<file path="config.mk">
export PLATFORM = sky130hd
export DESIGN_NAME = addsub_arbiter
export DESIGN_NICKNAME = d
export VERILOG_FILES = /design/src/rtl/addsub_pkg.sv /design/src/rtl/fasN.sv /design/src/rtl/rr_arbiter.sv /design/src/rtl/addsub_arbiter.sv
export SDC_FILE = /design/constraint.sdc
export NUM_CORES = 1
export LEC_CHECK = 0
export BUFFER_PORTS_ARGS = -buffer_cell sky130_fd_sc_hd__buf_2
export CAP_MARGIN = 20
export CORE_ASPECT_RATIO = 2
export CORE_MARGIN = 4
export CORE_UTILIZATION = 48
export DETAILED_ROUTE_END_ITERATION = 10
export GPL_ROUTABILITY_DRIVEN = 0
export PLACE_DENSITY = 0.84
export RECOVER_POWER = 50
export SLEW_MARGIN = 10
export SYNTH_ARGS = -nofsm -noshare
export SYNTH_HDL_FRONTEND = slang
export SYNTH_SLANG_ARGS = --single-unit
</file>
<file path="constraint.sdc">
create_clock -name clk -period 7.7 [get_ports clk]
set_clock_uncertainty 0.2 [all_clocks]
set_input_delay 0 -clock clk [delete_from_list [all_inputs] [get_ports clk]]
set_output_delay 0 -clock clk [all_outputs]
set_load 0.005 [all_outputs]
</file>
<file path="src/rtl/addsub_pkg.sv">
// Shared definitions for the add/subtract arbiter.
//   op_e          : requester opcode (ADD, SUB, ADC, SBB)
//   slot_e        : output slot state
//   op_sel/op_ci  : opcode -> datapath SEL / carry-in mapping
package addsub_pkg;

    typedef enum logic [1:0] {
        ADD = 2'b00,
        SUB = 2'b01,
        ADC = 2'b10,
        SBB = 2'b11
    } op_e;

    typedef enum logic {
        SLOT_EMPTY = 1'b0,
        SLOT_FULL  = 1'b1
    } slot_e;

    // Bit index is the opcode value.
    localparam logic [3:0] OP_SEL_MAP   = 4'b1010;  // subtract for SUB, SBB
    localparam logic [3:0] OP_CI_FORCED = 4'b0010;  // SUB always carries in 1
    localparam logic [3:0] OP_CI_CHAIN  = 4'b1100;  // ADC, SBB take the flag

    function automatic logic op_sel(input op_e op);
        return OP_SEL_MAP[op];
    endfunction

    function automatic logic op_ci(input op_e op, input logic cflag);
        return OP_CI_FORCED[op] | (OP_CI_CHAIN[op] & cflag);
    endfunction

endpackage

</file>
<file path="src/rtl/fasN.sv">
// N-bit full adder/subtractor.
//   a_i, b_i : operands
//   sel_i    : 0 = add, 1 = add inverted b_i (subtract when ci_i = 1)
//   ci_i     : carry in
//   y_o      : sum
//   co_o     : carry out (for subtract: 1 means no borrow)
module fasN #(
    parameter int N = 32
) (
    input  logic [N-1:0] a_i,
    input  logic [N-1:0] b_i,
    input  logic         sel_i,
    input  logic         ci_i,
    output logic [N-1:0] y_o,
    output logic         co_o
);

    assign {co_o, y_o} = {1'b0, a_i} + {1'b0, b_i ^ {N{sel_i}}} + {{N{1'b0}}, ci_i};

endmodule

</file>
<file path="src/rtl/rr_arbiter.sv">
// Combinational round-robin grant.
//   req_i   : request vector
//   ptr_i   : highest-priority index this cycle
//   grant_o : one-hot grant (zero when no request)
//   gidx_o  : index of the granted requester (zero when no request)
module rr_arbiter #(
    parameter  int R  = 4,
    localparam int IW = $clog2(R)
) (
    input  logic [R-1:0]  req_i,
    input  logic [IW-1:0] ptr_i,
    output logic [R-1:0]  grant_o,
    output logic [IW-1:0] gidx_o
);

    logic          found;
    logic [IW-1:0] idx;

    always_comb begin
        grant_o = '0;
        gidx_o  = '0;
        found   = 1'b0;
        idx     = '0;
        for (int k = 0; k < R; k++) begin
            // Search starts at ptr_i and wraps modulo R, so non-power-of-2 R works.
            idx = IW'((int'(ptr_i) + k) % R);
            if (!found && req_i[idx]) begin
                found        = 1'b1;
                grant_o[idx] = 1'b1;
                gidx_o       = idx;
            end
        end
    end

endmodule

</file>
<file path="src/rtl/addsub_arbiter.sv">
// Round-robin sharing of one adder/subtractor among R requesters, with
// per-requester carry chaining and a single registered response slot.
//   clk, reset_n                     : clock, async active-low reset
//   req_valid/req_ready              : per-requester handshake
//   req_a, req_b, req_op             : per-requester operands and opcode
//   rsp_valid/rsp_ready              : response handshake
//   rsp_y, rsp_co, rsp_id            : result, carry out, issuing requester
//
// Output slot states
//   state      | meaning
//   SLOT_EMPTY | no result held; any granted request is accepted
//   SLOT_FULL  | result held; accept only when it drains this cycle
module addsub_arbiter #(
    parameter  int N  = 32,
    parameter  int R  = 4,
    localparam int IW = $clog2(R)
) (
    input  logic               clk,
    input  logic               reset_n,
    input  logic [R-1:0]       req_valid,
    output logic [R-1:0]       req_ready,
    input  logic [R-1:0][N-1:0] req_a,
    input  logic [R-1:0][N-1:0] req_b,
    input  logic [R-1:0][1:0]  req_op,
    output logic               rsp_valid,
    input  logic               rsp_ready,
    output logic [N-1:0]       rsp_y,
    output logic               rsp_co,
    output logic [IW-1:0]      rsp_id
);

    import addsub_pkg::*;

    slot_e         slot_q;
    logic [IW-1:0] ptr_q, ptr_d;
    logic [R-1:0]  cflag_q, cflag_d;
    logic [N-1:0]  y_q;
    logic          co_q;
    logic [IW-1:0] id_q;

    logic [R-1:0]  grant;
    logic [IW-1:0] gidx;
    logic          can_accept;
    logic          accept;

    op_e           op_g;
    logic [N-1:0]  dp_y;
    logic          dp_co;

    rr_arbiter #(.R(R)) u_arb (
        .req_i   (req_valid),
        .ptr_i   (ptr_q),
        .grant_o (grant),
        .gidx_o  (gidx)
    );

    // The slot can take a new result if it is empty or is being drained now.
    assign can_accept = (slot_q == SLOT_EMPTY) | rsp_ready;
    assign req_ready  = grant & {R{can_accept}};
    assign accept     = |req_ready;

    assign op_g = op_e'(req_op[gidx]);

    fasN #(.N(N)) u_fas (
        .a_i   (req_a[gidx]),
        .b_i   (req_b[gidx]),
        .sel_i (op_sel(op_g)),
        .ci_i  (op_ci(op_g, cflag_q[gidx])),
        .y_o   (dp_y),
        .co_o  (dp_co)
    );

    assign ptr_d = (gidx == IW'(R - 1)) ? '0 : gidx + 1'b1;

    always_comb begin
        cflag_d = cflag_q;
        if (accept) begin
            cflag_d[gidx] = dp_co;
        end
    end

    always_ff @(posedge clk or negedge reset_n) begin
        if (!reset_n) begin
            slot_q  <= SLOT_EMPTY;
            ptr_q   <= '0;
            cflag_q <= '0;
            y_q     <= '0;
            co_q    <= 1'b0;
            id_q    <= '0;
        end else begin
            case (slot_q)
                SLOT_EMPTY: if (accept) slot_q <= SLOT_FULL;
                SLOT_FULL:  if (!accept && rsp_ready) slot_q <= SLOT_EMPTY;
                default:    slot_q <= SLOT_EMPTY;
            endcase
            if (accept) begin
                ptr_q   <= ptr_d;
                cflag_q <= cflag_d;
                y_q     <= dp_y;
                co_q    <= dp_co;
                id_q    <= gidx;
            end
        end
    end

    assign rsp_valid = (slot_q == SLOT_FULL);
    assign rsp_y     = y_q;
    assign rsp_co    = co_q;
    assign rsp_id    = id_q;

endmodule

</file>
==> results of run 1 <==
[cell families after synthesis]
family          count (synthesis)
simple gates                  465
compound gates                227
buf+inv                        81
xor+xnor                       55
fa+ha+maj                      44
flops                          42
mux                             8
[registers in the layout (all words and copies together), names as in the netlist]
name,cells
cflag_q,4
ptr_q,2
rsp_co,1
rsp_id,2
rsp_valid,1
rsp_y,32
[repair_timing]
action,4_1_cts,5_1_grt
hold buffers,2,0
gates resized for setup,0,1
endpoints found under the hold margin,43,0
endpoints found under the setup margin,0,7
[worst max-delay path: stages, from the launching register on]
cell,delay [ps]
dfrtp_1,580
inv_1,180
ha_1,420
or3b_1,410
a2111oi_0,380
or2_1,330
o21a_4,480
inv_4,320
buf_4,450
nand2_1,170
a31oi_1,110
xor2_1,220
fa_1,220
inv_1,60
fa_1,400
a21o_1,210
a221o_1,410
a21o_1,230
a211oi_2,330
o21ai_1,170
a221oi_1,410
o21ai_0,160
a22o_1,190
[cell type report]
cell class | count | area, um2 | share of cell area
Multi-Input combinational cell | 799 | 4700 | 0.606
Timing Repair Buffer | 318 | 1580 | 0.204
Sequential cell | 42 | 1050 | 0.136
Tap cell | 150 | 188 | 0.0242
Clock buffer | 6 | 129 | 0.0166
Inverter | 16 | 62.6 | 0.00807
Clock inverter | 2 | 37.5 | 0.00484
[layer usage]
| metal | global-route usage | up-vias |
|---|---|---|
| met1 | 0.356 | 3482 |
| li1 | - | 3743 |
| met3 | 0.0279 | 80 |
| met5 | 0 | - |
| met4 | 0.130 | 0 |
| met2 | 0.525 | 394 |
[through the flow]
step                setup slack [ps]   util  hold WS [ps]  std cells  cell area [um2]
floorplan                       1810      -          -496        922             6150
finish                           505  0.618           193       1333             7750
global placement                 665  0.605         -29.2       1323             7600
global route                    13.9  0.618           284       1333             7750
detailed placement               461  0.605         -16.5       1323             7600
CTS                              428  0.620           197       1333             7780
[Yosys cell counts, types with 9 or more instances]
library cell	number	area share
nand2_1	323	0.20
and3_1	70	0.071
a31oi_1	69	0.070
o21ai_0	44	0.036
xnor2_1	44	0.063
dfrtp_1	42	0.17
ha_1	42	0.085
a21oi_1	35	0.028
clkbuf_1	27	0.016
nor2_1	26	0.016
a21o_1	22	0.027
buf_2	21	0.017
inv_1	13	0.0079
xor2_1	11	0.016
nand3_1	10	0.0081
buf_4	9	0.011
[worst max-delay path by stage]
stage | from | to | slack, ps | depth (start not counted)
after floorplan | ptr_q[0]$_DFFE_PN0P_ | rsp_y[30]$_DFFE_PN0P_ | 1810 | 25
after global placement | ptr_q[0]$_DFFE_PN0P_ | rsp_y[30]$_DFFE_PN0P_ | 660 | 22
after detailed placement | ptr_q[0]$_DFFE_PN0P_ | rsp_y[30]$_DFFE_PN0P_ | 460 | 22
after CTS | ptr_q[0]$_DFFE_PN0P_ | rsp_y[30]$_DFFE_PN0P_ | 430 | 22
after global routing | ptr_q[1]$_DFFE_PN0P_ | rsp_y[30]$_DFFE_PN0P_ | 10 | 22
final | ptr_q[1]$_DFFE_PN0P_ | rsp_y[30]$_DFFE_PN0P_ | 500 | 22
==> impl_metrics.tcl, run 1 <==
set metrics [dict create \
    outcome "finished, violations left" \
    failed_checks "max-capacitance violations, max-slew violations" \
    hold_path_class "input port to register" \
    cts_max_path_buffers 2 \
    yosysUniqueCellTypes 64 \
    cts.htree.levels 2 \
    cts-root-buf "clkbuf_16" \
    grt_util_all_layers 0.298 \
    rows 58 \
    synth_warnings 0 \
    synth_seq_cells 42 \
    whs_path_depth 6 \
    highest_layer "met4" \
    synthAdderAreaFrac 0.0920 \
    synth_edf_count 0 \
    grt_pass1_vias 7340 \
    maxSlewHeadroom -0.475 \
    diodes 0 \
    finalCriticalPeriod_ps 7200 \
    num-nets-final 1497 \
    die_h_um 168 \
    drt-met1-wl_um 8650 \
    fmax_ghz 0.139 \
    synth-simple-area-share 0.332 \
    slew_violations 43 \
    viasPerCell 5.78 \
    arrival_ps 7170 \
    holdPathEnd "rsp_y[0]$_DFFE_PN0P_" \
    tns_ps 0 \
    final_common_cell "nand2_1" \
    post-route-drc-count 0 \
    rsz0062_at_grt "false" \
    grt_pass1_wl_um 35600 \
    numCtsBuffers 5 \
    die_area_mm2 0.0148 \
    dr_total_vias 7699 \
    ant_nets 0 \
    finalHoldViolCount 0 \
    required_ps 7670 \
    synth_xor_area_frac 0.0783 \
    grt_overflow 0 \
    clk_latency_ps 290 \
    cp-start-kind "register" \
    worstPathMaxFanout 83 \
    hp-start "req_a[96]" \
    area_delta_synth_final_pct 26.1 \
    drt_iter0_markers 522 \
    synth_top_family_by_area "simple AND/OR/NAND/NOR gates" \
    yosysSeqAreaShare 0.171 \
    drive_gt1_frac 0.270 \
    synth_cells 922 \
    hpwlAfterDp_um 18400 \
    core_area_mm2 0.0126 \
    critical_path_class "register to register" \
    die_w_um 88.0 \
    r2r-start "ptr_q[1]$_DFFE_PN0P_" \
    start_util 0.490 \
    portBuffers 310 \
    setup_viol 0 \
    fillers 1213 \
    end_kind "register" \
    synthArstFlopShare 1.00 \
    clk_pin_slew_ps 60 \
    postCtsSetupBuffers 0 \
    dr.pass1.iters 6 \
    syn-cell-area_mm2 0.00615 \
    syn_area_per_cell_um2 6.67 \
    wl_met2_um 11600 \
    antenna_found_initial 0 \
    route.met3.wl_um 1530 \
    worstRegToRegCells 22 \
    synth.net_count 1237 \
    avgRoutedWirePerCell_um 17.1 \
    tightest_slew_ps 2210 \
    mostFrequentLayoutCells "nand2_1, buf_2, and3_1, a31oi_1" \
    rr_endpoint "rsp_y[30]$_DFFE_PN0P_" \
    synth.area.mux_share 0.0181 \
    ios 311 \
    drv_cap 1 \
    r2r_setup_slack_ps 500 \
    totalWireLength_um 22800 \
    cts_tree "yes" \
    synth_compound_area_frac 0.242 \
    clock-sinks 42 \
    finalCritPeriodShare 0.934 \
    synth-main-ff-cell "dfrtp_1" \
    grt_max_degree 95 \
]
Power of run 1 is not shown: default switching activity piles up to over one toggle a cycle in this logic, so the estimate is an artifact.
==> run 2: changes to the inputs <==
--- a/config.mk
+++ b/config.mk
@@ -7,12 +7,11 @@
 export LEC_CHECK = 0
 export BUFFER_PORTS_ARGS = -buffer_cell sky130_fd_sc_hd__buf_2
 export CAP_MARGIN = 20
-export CORE_ASPECT_RATIO = 2
-export CORE_MARGIN = 4
-export CORE_UTILIZATION = 48
+export CORE_AREA = 2 2 120 122
 export DETAILED_ROUTE_END_ITERATION = 10
+export DIE_AREA = 0 0 122 124
 export GPL_ROUTABILITY_DRIVEN = 0
-export PLACE_DENSITY = 0.84
+export PLACE_DENSITY = 0.78
 export RECOVER_POWER = 50
 export SLEW_MARGIN = 10
 export SYNTH_ARGS = -nofsm -noshare
==> constraint.sdc (replaced) <==
create_clock -name clk -period 7.7 [get_ports clk]
set_clock_uncertainty 0.2 [all_clocks]
set_input_delay 1.155 -clock clk [delete_from_list [all_inputs] [get_ports clk]]
set_output_delay 1.155 -clock clk [all_outputs]
set_load 0.005 [all_outputs]
==> run 2 against run 1 <==
  * The flow still finishes with violations (max-capacitance violations, max-slew violations)
  * Cell area is 0.73% higher
  * First-iteration DRC count rose by 13%
  * Wire length barely moved
  * Final cell count rose by 2.6%
  * Critical path depth is 1 lower
  * Largest cell class unchanged
  * Utilization shrank 4.8 points
==> impl_metrics.tcl, run 2 (synthesized netlist as in run 1, its figures left out) <==
set metrics [dict create \
    outcome "finished, violations left" \
    failed_checks "max-capacitance violations, max-slew violations" \
    finalCriticalPeriod_ps 7180 \
    grt_max_degree 73 \
    antenna_found_initial 2 \
    finalHoldViolCount 0 \
    viasPerCell 5.60 \
    ant_nets 0 \
    critical_path_class "register to register" \
    cts.htree.levels 2 \
    maxSlewHeadroom -0.516 \
    totalWireLength_um 22800 \
    drt_iter0_markers 590 \
    grt_pass1_wl_um 35100 \
    tightest_slew_ps 2270 \
    postCtsSetupBuffers 0 \
    die_area_mm2 0.0151 \
    drv_cap 1 \
    die_h_um 124 \
    cts_resized 0 \
    route.met3.wl_um 1970 \
    dr.pass1.iters 5 \
    worstPathMaxFanout 45 \
    grt_overflow 0 \
    ios 311 \
    post-route-drc-count 0 \
    clock-sinks 42 \
    hpwlAfterDp_um 18400 \
    rsz0062_at_grt "false" \
    die_w_um 122 \
    numCtsBuffers 5 \
    required_ps 7670 \
    final_common_cell "nand2_1" \
    cp-startpoint "ptr_q[0]$_DFFE_PN0P_" \
    ctsHoldBuffers 0 \
    hp-start "rsp_y[1]$_DFFE_PN0P_" \
    tns_ps 0 \
    post-route-cell-area_mm2 0.00781 \
    finalCritPeriodShare 0.933 \
    area_delta_synth_final_pct 27.0 \
    grt_util_all_layers 0.293 \
    cts_max_path_buffers 2 \
    arrival_ps 7160 \
    wl_met2_um 10300 \
    fin_ws_ps 516 \
    cts_tree "yes" \
    drive_gt1_frac 0.282 \
    clk_pin_slew_ps 60 \
    placed_area_mm2 0.00767 \
    end_kind "register" \
    num-nets-final 1500 \
    grt_pass1_vias 6933 \
    highest_layer "met4" \
    mostFrequentLayoutCells "nand2_1, buf_2, and3_1, a31oi_1" \
    start_util 0.448 \
    portBuffers 310 \
    hold_path_class "register to register" \
    clk_latency_ps 290 \
    core_area_mm2 0.0137 \
    setup_viol 0 \
    dr_total_vias 7664 \
    avgRoutedWirePerCell_um 16.7 \
    slew_violations 43 \
    cp-start-kind "register" \
    fmax_ghz 0.139 \
    r2r-start "ptr_q[0]$_DFFE_PN0P_" \
    pre_cts_slack_ps 596 \
    cts-root-buf "clkbuf_16" \
    drt-met1-wl_um 10100 \
    rows 43 \
    largest_reg_flops 32 \
]
==> run 2: changes by cell type in the layout (fill, tap and decap cells not counted) <==
cell / before / now
buf_2: 284 / 294
dfrtp_2: 1 / 0
clkinv_2: 0 / 1
dfrtp_1: 41 / 42
dlygate4sd3_1: 2 / 0
clkbuf_8: 0 / 1
bufinv_16: 1 / 0
diode_2: 0 / 2
clkbuf_1: 27 / 16
buf_4: 6 / 11
==> run 2: area by class of cell <==
cell class,instances,area [um2]
clock buffers,6,139
diodes,2,5.00
inverters,16,62.6
repair buffers,321,1610
flip-flops and latches,42,1050
clock inverters,2,12.5
well taps,180,225
fillers,1371,5910
multi-input cells,799,4700
==> run 2: worst paths after layout <==
path                       depth (start not counted)               endpoint  slack (ps)
max in group asynchronous                          1  rsp_y[29]$_DFFE_PN0P_        4660
min in group asynchronous                          1   rsp_y[4]$_DFFE_PN0P_        1340
max                                               21  rsp_y[30]$_DFFE_PN0P_         520
min                                                2   rsp_y[1]$_DFFE_PN0P_         270
min reg2reg                                        2   rsp_y[1]$_DFFE_PN0P_         270
max reg2reg                                       21  rsp_y[30]$_DFFE_PN0P_         520
==> run 2: through the flow <==
| step | util | cells | hold slack, ps |
|---|---|---|---|
| final | 0.569 | 1368 | 269 |
| after global routing | 0.569 | 1367 | 291 |
| after CTS | 0.570 | 1366 | 275 |
| after detailed placement | 0.559 | 1358 | 260 |
| after global placement | 0.559 | 1358 | 257 |
| after floorplan | - | 922 | 270 |
==> run 2: worst max-delay path: stages (launching register included) <==
cell,delay [ps]
dfrtp_1,740
inv_1,200
ha_1,450
or3b_1,410
a2111oi_0,360
or2_1,320
o21a_4,430
inv_4,270
nand2_1,140
nand3_1,90
nand2_2,100
buf_4,420
xnor2_1,210
fa_1,490
a21o_1,210
a221o_1,400
a21o_1,210
a211oi_2,330
o21ai_1,180
a221oi_1,490
o21ai_0,180
a22o_1,200
==> run 2: per-layer routing <==
layer,up-vias,GRT usage
met5,-,0
met4,0,0.0855
met3,35,0.0385
met2,376,0.463
met1,3503,0.417
li1,3750,-
Power of run 2 is left out for the same reason.
==> run 3: changes to the inputs <==
--- a/config.mk
+++ b/config.mk
@@ -11,8 +11,9 @@
 export DETAILED_ROUTE_END_ITERATION = 10
 export DIE_AREA = 0 0 122 124
 export GPL_ROUTABILITY_DRIVEN = 0
-export PLACE_DENSITY = 0.78
+export PLACE_DENSITY_LB_ADDON = 0.12
 export RECOVER_POWER = 50
+export SETUP_SLACK_MARGIN = 0.4
 export SLEW_MARGIN = 10
 export SYNTH_ARGS = -nofsm -noshare
 export SYNTH_HDL_FRONTEND = slang
==> run 3 against run 2 <==
  * Largest cell class unchanged
  * Critical path depth up 1
  * The run still ends with max-capacitance violations, max-slew violations left
  * Hold slack gained 7.8 ps
  * Register-to-register slack improved by 390 ps
  * Global-route usage is 0.56 points higher
  * Sequential share of layout area is essentially flat
  * Wire length increased by 2.3%
  * Cell area rose by 0.48%
==> impl_metrics.tcl, run 3 (synthesized netlist as in run 1, its figures left out) <==
set metrics [dict create \
    outcome "finished, violations left" \
    failed_checks "max-capacitance violations, max-slew violations" \
    area_delta_synth_final_pct 27.6 \
    ios 311 \
    num-nets-final 1501 \
    final_common_cell "nand2_1" \
    drv_cap 1 \
    critical_path_class "register to register" \
    avgRoutedWirePerCell_um 17.0 \
    finalCriticalPeriod_ps 6800 \
    dr.pass1.iters 5 \
    clock-sinks 42 \
    cpPeakStageDelay_ps 560 \
    clk_latency_ps 280 \
    totalWireLength_um 23300 \
    postCtsSetupBuffers 0 \
    cts_tree "yes" \
    largest_reg_flops 32 \
    drt_iter0_markers 619 \
    fillers 1446 \
    dr_total_vias 7611 \
    grt_pass1_vias 6860 \
    end_kind "register" \
    slew_violations 43 \
    start_util 0.448 \
    antenna_found_initial 4 \
    arrival_ps 6770 \
    numCtsBuffers 5 \
    setup_viol 0 \
    maxSlewHeadroom -0.436 \
    ant_nets 0 \
    cp-startpoint "ptr_q[1]$_DFFE_PN0P_" \
    hold_path_class "register to register" \
    tightest_slew_ps 2150 \
    finalCritPeriodShare 0.883 \
    grt_overflow 0 \
    grt_pass1_wl_um 35700 \
    r2r_setup_slack_ps 900 \
    regArea_mm2 0.00105 \
    finalHoldViolCount 0 \
    hp-start "rsp_y[13]$_DFFE_PN0P_" \
    hpwlAfterDp_um 18900 \
    cts-root-buf "clkbuf_16" \
    rsz0062_at_grt "false" \
    die_area_mm2 0.0151 \
    drive_gt1_frac 0.288 \
    core_area_mm2 0.0137 \
    post-route-drc-count 0 \
    grt_util_all_layers 0.298 \
    tns_ps 0 \
    required_ps 7670 \
    die_w_um 122 \
    cts.htree.levels 2 \
    fmax_ghz 0.147 \
    worstPathMaxFanout 47 \
    path_cells "inv_1 -> ha_1 -> or3b_1 -> a2111oi_0 -> or2_4 -> o21a_4 -> inv_4 -> nand2_1 -> nand3_1 -> nand2_2 -> xor2_1 -> fa_1 -> inv_1 -> fa_1 -> a21o_1 -> a221o_1 -> a21o_1 -> a211oi_2 -> o21ai_1 -> a221oi_1 -> o21ai_0 -> a22o_1" \
    cp-start-kind "register" \
    viasPerCell 5.55 \
    grt_max_degree 73 \
    critPathSlowestCell "dfrtp_1" \
    cts_max_path_buffers 2 \
    multi_input_area_mm2 0.00471 \
    rows 43 \
    clk_pin_slew_ps 60 \
    mostFrequentLayoutCells "nand2_1, buf_2, and3_1, a31oi_1" \
    portBuffers 310 \
    r2r-start "ptr_q[1]$_DFFE_PN0P_" \
    die_h_um 124 \
]
[run 3: cell count changes in the layout (fill, tap and decap cells not counted), sizes merged]
cell,delta
buf,+7
bufinv,+1
clkbuf,-6
clkinv,-1
clkinvlp,-1
diode,+2
o21a,+1
[run 3: cell type report]
type                            instances  share of cell area
Clock inverter                          1             0.00383
Sequential cell                        42               0.134
Inverter                               16             0.00797
Tap cell                              180              0.0287
Timing Repair Buffer                  321               0.207
Clock buffer                            7              0.0169
Antenna cell                            4             0.00128
Multi-Input combinational cell        800               0.600
[run 3: timing repair]
item | 4_1_cts | 5_1_grt
resized for setup | 0 | 2
hold buffers | 0 | 0
endpoints found under the setup margin | 0 | 8
[run 3: worst paths after layout]
path,end,depth (start not counted)
worst max register to register,rsp_y[30]$_DFFE_PN0P_,22
min in group asynchronous,rsp_y[1]$_DFFE_PN0P_,1
worst min register to register,rsp_y[13]$_DFFE_PN0P_,2
max in group asynchronous,ptr_q[0]$_DFFE_PN0P_,1
worst max-delay path,rsp_y[30]$_DFFE_PN0P_,22
worst min-delay path,rsp_y[13]$_DFFE_PN0P_,2
[run 3: critical path, delay by kind of cell, from the launching register on]
family	cells	cell delay, ps
fa+ha+maj	3	1050
xor+xnor	1	270
compound gates	10	2970
flops	1	560
simple gates	5	1130
buf+inv	3	480
[run 3: routing by layer]
layer  vias to the layer above  wire [um]  global-route usage
met3                        37       1850              0.0403
met2                       352      10600               0.478
met4                         0        434              0.0790
met5                         -          0                   0
met1                      3462      10400               0.423
li1                       3760          -                   -
[run 3: stage by stage]
| step | utilization | setup WS, ps | hold WS, ps | std cells | instance area [um2] |
|---|---|---|---|---|---|
| detailed placement | 0.559 | 605 | 265 | 1358 | 7670 |
| floorplan | - | 1810 | 270 | 922 | 6150 |
| global placement | 0.559 | 748 | 257 | 1358 | 7670 |
| global route | 0.572 | 491 | 305 | 1371 | 7850 |
| CTS | 0.571 | 577 | 277 | 1366 | 7840 |
| finish | 0.572 | 904 | 277 | 1371 | 7850 |
Power of run 3 is left out for the same reason.
